===== config.mk =====
export PLATFORM = sky130hd
export DESIGN_NAME = square_fp_flat
export DESIGN_NICKNAME = d
export VERILOG_FILES = /design/src/rtl/square_fp_pkg.sv /design/src/rtl/square_fp_if.sv /design/src/rtl/square_fp_step.sv /design/src/rtl/square_fp.sv /design/src/flat_wrapper.sv
export SDC_FILE = /design/constraint.sdc
export NUM_CORES = 1
export LEC_CHECK = 0
export CORE_MARGIN = 3
export CORE_UTILIZATION = 60
export CTS_BUF_LIST = sky130_fd_sc_hd__clkbuf_8
export DETAILED_ROUTE_END_ITERATION = 6
export PLACE_DENSITY = 0.8
export SLEW_MARGIN = 30
export SYNTH_ARGS = -nofsm -noshare
export SYNTH_HDL_FRONTEND = slang
export SYNTH_SLANG_ARGS = --single-unit

===== constraint.sdc =====
create_clock -name clk -period 7.8 [get_ports clk]
set_input_delay 1.17 -clock clk [delete_from_list [all_inputs] [get_ports clk]]
set_output_delay 1.17 -clock clk [all_outputs]
set_load 0.005 [all_outputs]

===== src/rtl/square_fp_pkg.sv =====
// Shared fixed-point parameters and types for the square/sqrt datapath blocks.
package square_fp_pkg;

  localparam int unsigned FP_WIDTH = 32;
  localparam int unsigned FP_FBITS = 10;
  localparam int unsigned FP_ITER  = FP_WIDTH;
  localparam int unsigned FP_CNT_W = $clog2(FP_WIDTH) + 1;

  typedef enum logic {
    ST_IDLE = 1'b0,
    ST_RUN  = 1'b1
  } sq_state_e;

  // Counter width wide enough to hold ITER without wrapping for any width.
  function automatic int unsigned cnt_width(input int unsigned w);
    return $clog2(w) + 1;
  endfunction

endpackage


===== src/rtl/square_fp_if.sv =====
// Start/operand and result bundle between a requester and the squarer.
interface square_fp_if
  import square_fp_pkg::*;
#(
  parameter int unsigned WIDTH = FP_WIDTH
);
  logic             start;
  logic [WIDTH-1:0] val;
  logic             busy;
  logic             valid;
  logic [WIDTH-1:0] sq;
  logic             ovf;
  logic             inexact;

  modport master (output start, val, input busy, valid, sq, ovf, inexact);
  modport slave  (input start, val, output busy, valid, sq, ovf, inexact);
endinterface


===== src/rtl/square_fp_step.sv =====
// One shift-add step: conditionally add the aligned multiplicand to the accumulator.
module square_fp_step #(
  parameter int unsigned PW = 64
) (
  input  logic [PW-1:0] acc,
  input  logic [PW-1:0] addend,
  input  logic          en,
  output logic [PW-1:0] acc_next
);
  always_comb begin
    acc_next = acc;
    if (en) acc_next = acc + addend;
  end
endmodule


===== src/rtl/square_fp.sv =====
// Iterative unsigned fixed-point squarer: one multiplier bit per cycle, LSB first.
module square_fp
  import square_fp_pkg::*;
#(
  parameter int unsigned WIDTH = FP_WIDTH,
  parameter int unsigned FBITS = FP_FBITS
) (
  input  logic       clk,
  input  logic       rst,
  square_fp_if.slave bus
);

  localparam int unsigned ITER  = WIDTH;
  localparam int unsigned CNT_W = cnt_width(WIDTH);
  localparam int unsigned PW    = 2 * WIDTH;

  localparam logic [PW-1:0]    LOW_MASK = (PW'(1) << FBITS) - PW'(1);
  localparam logic [CNT_W-1:0] LAST     = CNT_W'(ITER - 1);

  sq_state_e        state;
  logic [CNT_W-1:0] cnt;
  logic [PW-1:0]    acc;
  logic [PW-1:0]    mcand;
  logic [WIDTH-1:0] mult;
  logic [PW-1:0]    acc_next_c;

  logic             busy_q;
  logic             valid_q;
  logic [WIDTH-1:0] sq_q;
  logic             ovf_q;
  logic             inexact_q;

  square_fp_step #(.PW(PW)) u_step (
    .acc      (acc),
    .addend   (mcand),
    .en       (mult[0]),
    .acc_next (acc_next_c)
  );

  // Start (or restart) takes priority over an in-flight iteration; reset over both.
  always_ff @(posedge clk) begin
    if (rst) begin
      state     <= ST_IDLE;
      cnt       <= '0;
      acc       <= '0;
      mcand     <= '0;
      mult      <= '0;
      busy_q    <= 1'b0;
      valid_q   <= 1'b0;
      sq_q      <= '0;
      ovf_q     <= 1'b0;
      inexact_q <= 1'b0;
    end else if (bus.start) begin
      state   <= ST_RUN;
      cnt     <= '0;
      acc     <= '0;
      mcand   <= PW'(bus.val);
      mult    <= bus.val;
      busy_q  <= 1'b1;
      valid_q <= 1'b0;
    end else if (state == ST_RUN) begin
      acc   <= acc_next_c;
      mcand <= mcand << 1;
      mult  <= mult >> 1;
      cnt   <= cnt + CNT_W'(1);
      if (cnt == LAST) begin
        state     <= ST_IDLE;
        busy_q    <= 1'b0;
        valid_q   <= 1'b1;
        sq_q      <= WIDTH'(acc_next_c >> FBITS);
        ovf_q     <= (acc_next_c >> (FBITS + WIDTH)) != '0;
        inexact_q <= (acc_next_c & LOW_MASK) != '0;
      end
    end
  end

  assign bus.busy    = busy_q;
  assign bus.valid   = valid_q;
  assign bus.sq      = sq_q;
  assign bus.ovf     = ovf_q;
  assign bus.inexact = inexact_q;

endmodule

===== src/flat_wrapper.sv =====
// flat-port wrapper written by rule: the top's interface ports become plain ports
module square_fp_flat import square_fp_pkg::*;
#(
  parameter int unsigned WIDTH = FP_WIDTH,
  parameter int unsigned FBITS = FP_FBITS
)
  (clk, rst, bus_start, bus_val, bus_busy, bus_valid, bus_sq, bus_ovf, bus_inexact);
  square_fp_if #(.WIDTH(WIDTH)) bus_i ();
  input  logic clk;
  input  logic rst;
  input wire logic [$bits(bus_i.start)-1:0] bus_start;
  input wire logic [$bits(bus_i.val)-1:0] bus_val;
  output wire logic [$bits(bus_i.busy)-1:0] bus_busy;
  output wire logic [$bits(bus_i.valid)-1:0] bus_valid;
  output wire logic [$bits(bus_i.sq)-1:0] bus_sq;
  output wire logic [$bits(bus_i.ovf)-1:0] bus_ovf;
  output wire logic [$bits(bus_i.inexact)-1:0] bus_inexact;
  assign bus_i.start = bus_start;
  assign bus_i.val = bus_val;
  assign bus_busy = bus_i.busy;
  assign bus_valid = bus_i.valid;
  assign bus_sq = bus_i.sq;
  assign bus_ovf = bus_i.ovf;
  assign bus_inexact = bus_i.inexact;
  square_fp #(.WIDTH(WIDTH), .FBITS(FBITS)) u_core (.clk(clk), .rst(rst), .bus(bus_i));
endmodule

==> metrics.csv, run 1 <==
metric;value;unit
port_buffers;70;
fmax;249.0;MHz
setup-tns-final;0;ps
period_share;51.49;%
synth_nets;1571;
numCtsBuffers;36;
cts_sinks;203;
ys_ff_latch;203;
powerDensity;176.6;nW/um^2
vias;10906;
post-dp-hpwl;22.40;mm
fin_skew;16.28;ps
hold_buffers;0;
fp-row-count;51;
power;0.002414;W
drc_errors;0;
ant_nets;0;
syn_inst;1471;
crit_type;reg -> reg;
crit_start;u_core.mcand[0];
ir_worst_vdd;180.1;uV
cp.arrival;4380;ps
maxSlewViolCount;0;
die_h;148.0;um
synth.distinct_cells;67;
place.gp.congestion;1.008;
reg2reg_from;u_core.mcand[0];
core-area;19650;um^2
syn-mean-instance-area;8.224;um^2
grt_pass1_wl;50.98;mm
grt_usage;27.79;%
netlist_area;12100;um^2
synth-async-reset-ratio;0;%
finalNetCount;1597;
hold_violations;0;
ios;71;
synth_edf_count;0;
slew_headroom;38.52;%
cts_resized;0;
n_antenna_cell;0;
slowest_delay;560;ps
period_needed;4016;ps
drt-wirelength-per-cell;17.46;um
clk_latency;530;ps
grt_max_degree;86;
ys_seq_area_share;33.59;%
hp-class;reg -> reg;
first_iter_violations;796;
start_kind;register;
cts_tree;yes;
layout-drive-gt1-share;5.384;%
cts_root_buf;clkbuf_8;
crit_required;8170;ps
leakagePower;5.367;nW
rsz0062_at_grt;no;
tightest_slew;922.2;ps
nFillCells;1648;
max_cap_violations;0;
die_area;21900;um^2
grt_pass1_vias;10441;
hold_ws;445.2;ps
postCtsSetupRepairBufs;0;
via_per_inst;6.100;
synth_top_area_share;33.59;%
yosys_warnings;0;
yosysTopAreaCell;dfxtp_1;
finalSetupViolations;0;
htree_levels;2;
synth_flop_cell;dfxtp_1;
cp_slowest_cell;a2111oi_0;
clock_tree.buffer_depth;3;
die_x;148.0;um
overflow;0;
start_util;61.55;%
antenna_found_initial;0;
status;completed;
synth.area.top_cells;dfxtp_1 (34%), mux2i_1 (11%), ha_1 (6.6%);
cp_cell_sequence;ha_1 -> fa_1 -> a21o_1 -> a221oi_2 -> o41a_1 -> a21oi_1 -> a2111oi_0 -> o21ai_1 -> a21boi_0 -> xnor2_1 -> mux2_2 -> a221oi_1 -> a211oi_1;
crit_fanout;4;
drtPass1Iterations;5;
synthToLayoutAreaGrowth;13.00;%
cp-end-kind;register;
clk_pin_slew_worst_paths;60;ps
hold_start;u_core.bus.valid;
drt-total-wl;31.23;mm
==> power breakdown <==
part | total, W | internal [W] | switching [W] | leakage (nW)
Combinational | 0.000262 | 0.000110 | 0.000152 | 3.28
Clock | 0.00105 | 0.000606 | 0.000444 | 0.431
Sequential | 0.00110 | 0.00107 | 0.0000313 | 1.66
==> through the flow <==
step / worst slack, ps / area (um^2) / util (%) / std cells
2_1_floorplan: 4410 / 12100 / - / 1471
3_3_place_gp: 3971 / 12850 / 65.37 / 1722
3_5_place_dp: 3851 / 12890 / 65.58 / 1724
4_1_cts: 3837 / 13660 / 69.52 / 1788
5_1_grt: 3414 / 13670 / 69.56 / 1788
6_report: 3784 / 13670 / 69.56 / 1788
==> cell type report <==
class / instances / area, um^2 / area share, %
clock buffers: 43 / 591.8 / 4.329
clock inverters: 21 / 182.7 / 1.336
inverters: 49 / 183.9 / 1.345
multi-input cells: 1125 / 7493 / 54.81
flip-flops and latches: 203 / 4069 / 29.76
well taps: 265 / 331.6 / 2.425
repair buffers: 82 / 818.3 / 5.986
==> registers in the layout (all words and copies together), names as in the netlist <==
signal,flops
u_core.state,1
u_core.bus.valid,1
u_core.bus.sq,32
u_core.mcand,64
u_core.acc,64
u_core.bus.inexact,1
u_core.bus.ovf,1
u_core.bus.busy,1
u_core.mult,32
u_core.cnt,6
==> critical path, delay by kind of cell (launching register included) <==
family / cells / cell delay, ps
XOR/XNOR: 1 / 80
AO/OA/AOI/OAI: 9 / 2490
flip-flops: 1 / 330
adder cells (fa/ha/maj): 2 / 670
multiplexers: 1 / 280
==> synth_stat cells, types with 8 or more instances <==
master / instances
nor3_1: 23
or3_1: 12
o21bai_1: 13
clkbuf_1: 75
a21boi_0: 63
nor2_1: 187
o21ai_0: 53
xnor2_1: 28
nand2_1: 107
o21a_1: 8
xor2_1: 26
nand4_1: 25
o211ai_1: 9
nand3_1: 18
mux2i_1: 135
a21oi_1: 150
a21o_1: 22
a211oi_1: 76
dfxtp_1: 203
buf_1: 14
inv_1: 49
ha_1: 64
==> final timing paths <==
check,to,cells after the start,slack [ps]
worst max-delay path,u_core.bus.ovf,13,3780
worst min-delay path,u_core.bus.valid,2,450
worst max register to register,u_core.bus.ovf,13,3780
worst min register to register,u_core.bus.valid,2,450
==> routing by layer <==
metal  up-vias  GRT usage, %  wire length, um
met3        80         4.966             2185
met5         -             0                0
met4         0         8.822              828
li1       5371             -                -
met1      5074         37.27            13880
met2       381         45.72            14330
==> layout by cell type (no fill, tap or decap), types with 23 or more instances in the layout <==
cell type          n
clkbuf_8          43
xnor2_1           28
a21oi_1          150
dfxtp_1          201
inv_1             59
a211oi_1          76
nor2_1           186
mux2i_1          135
ha_1              64
nand4_1           25
xor2_1            26
nand2_1          107
nor3_1            23
clkdlybuf4s50_1   69
a21boi_0          63
o21ai_0           53
==> cells by family after synthesis <==
logic type	after synthesis	share of synthesized area, %
mux	138	11.45
compound gates	448	24.23
xor+xnor	54	3.909
simple gates	420	15.48
fa+ha+maj	65	6.785
flops	203	33.59
buf+inv	143	4.551
(Power assumes the default switching activity.)
==> run 2: changes to the inputs <==
- CORE_UTILIZATION: 60 -> 56
- PLACE_DENSITY: 0.8 -> 0.79
- clock period: 7.8 -> 3.4 ns (I/O delays scaled with it)
==> run 2 against run 1 <==
  * The flow now finishes with violations (negative setup slack)
  * Global-route usage is 0.85 points higher
  * Clock power grew 120%
  * Register-to-register slack got worse by 3800 ps
  * Sequential power increased by 130%
  * First-iteration DRC count grew 11%
  * Die area is 6.9% higher
  * Power grew 130%
  * Fmax grew 16%
  * Clock skew increased by 19 ps
  * Setup slack lost 3800 ps
  * Final cell count increased by 11%
  * Critical path type unchanged
  * Highest routed layer unchanged
==> metrics.csv, run 2 (same netlist as run 1, synthesis figures left out) <==
metric;value;unit
ios;71;
layout-drive-gt1-share;20.38;%
clk_latency;550;ps
numCtsBuffers;36;
finalSetupViolations;1;
crit_buf_inv;2;
overflow;0;
crit_top_cell;a221oi_2;
maxSlewViolCount;0;
die_area;23400;um^2
status;finished, violations left;
drt-wirelength-per-cell;18.45;um
layout_common_cells;buf_4 (203), dfxtp_1 (195), nor2_1 (185), a21oi_1 (143), mux2i_1 (134);
hp-class;in -> reg;
drt-total-wl;36.76;mm
place.gp.congestion;0.9709;
core-area;21150;um^2
first_iter_violations;887;
placed_area;14280;um^2
vias;11926;
drtPass1Iterations;6;
cts_tree;yes;
crit_required;3840;ps
die_x;153.0;um
violations;negative setup slack;
cp-end-kind;register;
start_kind;register;
die_h;153.0;um
n_antenna_cell;0;
rsz0062_at_grt;yes;
fmax;288.7;MHz
top_regs;u_core.acc (64), u_core.mcand (64);
port_buffers;70;
fin_skew;35.25;ps
cp.arrival;3900;ps
crit_fanout;4;
start_util;57.19;%
ant_nets;0;
leakagePower;6.399;nW
fp-row-count;53;
cts_sinks;203;
numPlacedInstances;1918;
hold_violations;0;
postLayoutCellArea;15600;um^2
critPathTopFamily;compound AO/OA/AOI/OAI gates;
grt_pass1_vias;11404;
cp_slowest_cell;or4b_4;
via_per_inst;5.987;
drc_errors;0;
final_core_util;73.76;%
grt_max_degree;179;
cts_root_buf;clkbuf_8;
antenna_found_initial;0;
synthToLayoutAreaGrowth;28.98;%
clk_pin_slew_worst_paths;70;ps
crit_type;reg -> reg;
max_cap_violations;0;
final_common_cell;buf_4;
period_share;101.9;%
cp_cell_sequence;buf_6 -> fa_2 -> a21o_1 -> a221oi_2 -> buf_4 -> nor3_4 -> or4b_4 -> nand3_1 -> a21oi_1 -> o21ai_2 -> and3b_1 -> o2111ai_2 -> a221oi_2 -> a211oi_2;
stdcell_count;1992;
grt_usage;28.64;%
powerDensity;360.9;nW/um^2
slowest_delay;560;ps
finalNetCount;1792;
ir_worst_vdd;319.5;uV
clock_tree.buffer_depth;3;
htree_levels;2;
grt_pass1_wl;56.11;mm
slew_headroom;33.66;%
post-dp-hpwl;25.26;mm
fin_ws;-64.34;ps
period_needed;3464;ps
tightest_slew;991.4;ps
[run 2: worst reg2reg max path: stages (launching register included)]
cell,delay (ps)
dfxtp_4,360
buf_6,120
fa_2,400
a21o_1,210
a221oi_2,250
buf_4,190
nor3_4,50
or4b_4,560
nand3_1,130
a21oi_1,140
o21ai_2,200
and3b_1,230
o2111ai_2,130
a221oi_2,290
a211oi_2,100
[run 2: cell type report]
| cell class | count | area, um^2 |
|---|---|---|
| inverters | 49 | 183.9 |
| well taps | 275 | 344.1 |
| fillers | 1586 | 5550 |
| clock inverters | 21 | 160.2 |
| multi-input cells | 1125 | 7960 |
| flip-flops and latches | 203 | 4079 |
| repair buffers | 277 | 2298 |
| clock buffers | 42 | 578.1 |
[run 2: path summary, 6_finish.rpt]
check / endpoint / cells past startpoint / slack, ps / from
worst max-delay path: u_core.bus.ovf / 14 / -60 / u_core.acc[1]
worst min-delay path: u_core.bus.ovf / 2 / 250 / rst
worst max register to register: u_core.bus.ovf / 14 / -60 / u_core.acc[1]
worst min register to register: u_core.bus.valid / 2 / 440 / u_core.bus.valid
[run 2: through the flow]
stage	setup slack, ps	hold slack [ps]	power, W	TNS (ps)
2_1_floorplan	9.782	442.1	0.003000	0
3_3_place_gp	-353.2	432.6	0.003257	-895.0
3_5_place_dp	-545.1	440.1	0.003278	-1882
4_1_cts	-35.50	205.1	0.005615	-35.50
5_1_grt	-228.0	241.3	0.005846	-326.2
6_report	-64.34	248.9	0.005631	-64.34
[run 2: timing repair]
| item | CTS | global route |
|---|---|---|
| setup endpoints to repair | 18 | 17 |
| buffers inserted | 1 | 9 |
| pin swaps | 9 | 37 |
| hold buffers | 0 | 0 |
| resized for setup | 27 | 77 |
[run 2: power by group]
part,internal (W),leakage (nW),switching [W],total [W]
registers,0.00246,1.66,0.0000739,0.00253
logic,0.000348,4.32,0.000409,0.000758
clock network,0.00129,0.418,0.00105,0.00234
[run 2: metal layers]
layer / up-vias / track usage (%) / wire length (um) / share of wire [%]
met5: - / 0 / 0 / 0
met4: 0 / 9.461 / 961 / 2.6
met3: 92 / 4.728 / 2167 / 5.9
met2: 436 / 49.65 / 18040 / 49
met1: 5626 / 36.39 / 15590 / 42
li1: 5772 / - / - / -
==> run 3: changes to the inputs <==
- CTS_CLUSTER_SIZE: unset -> 25
==> results of run 3 <==
No change in the layout: final DEF, timing and power equal those of run 2.
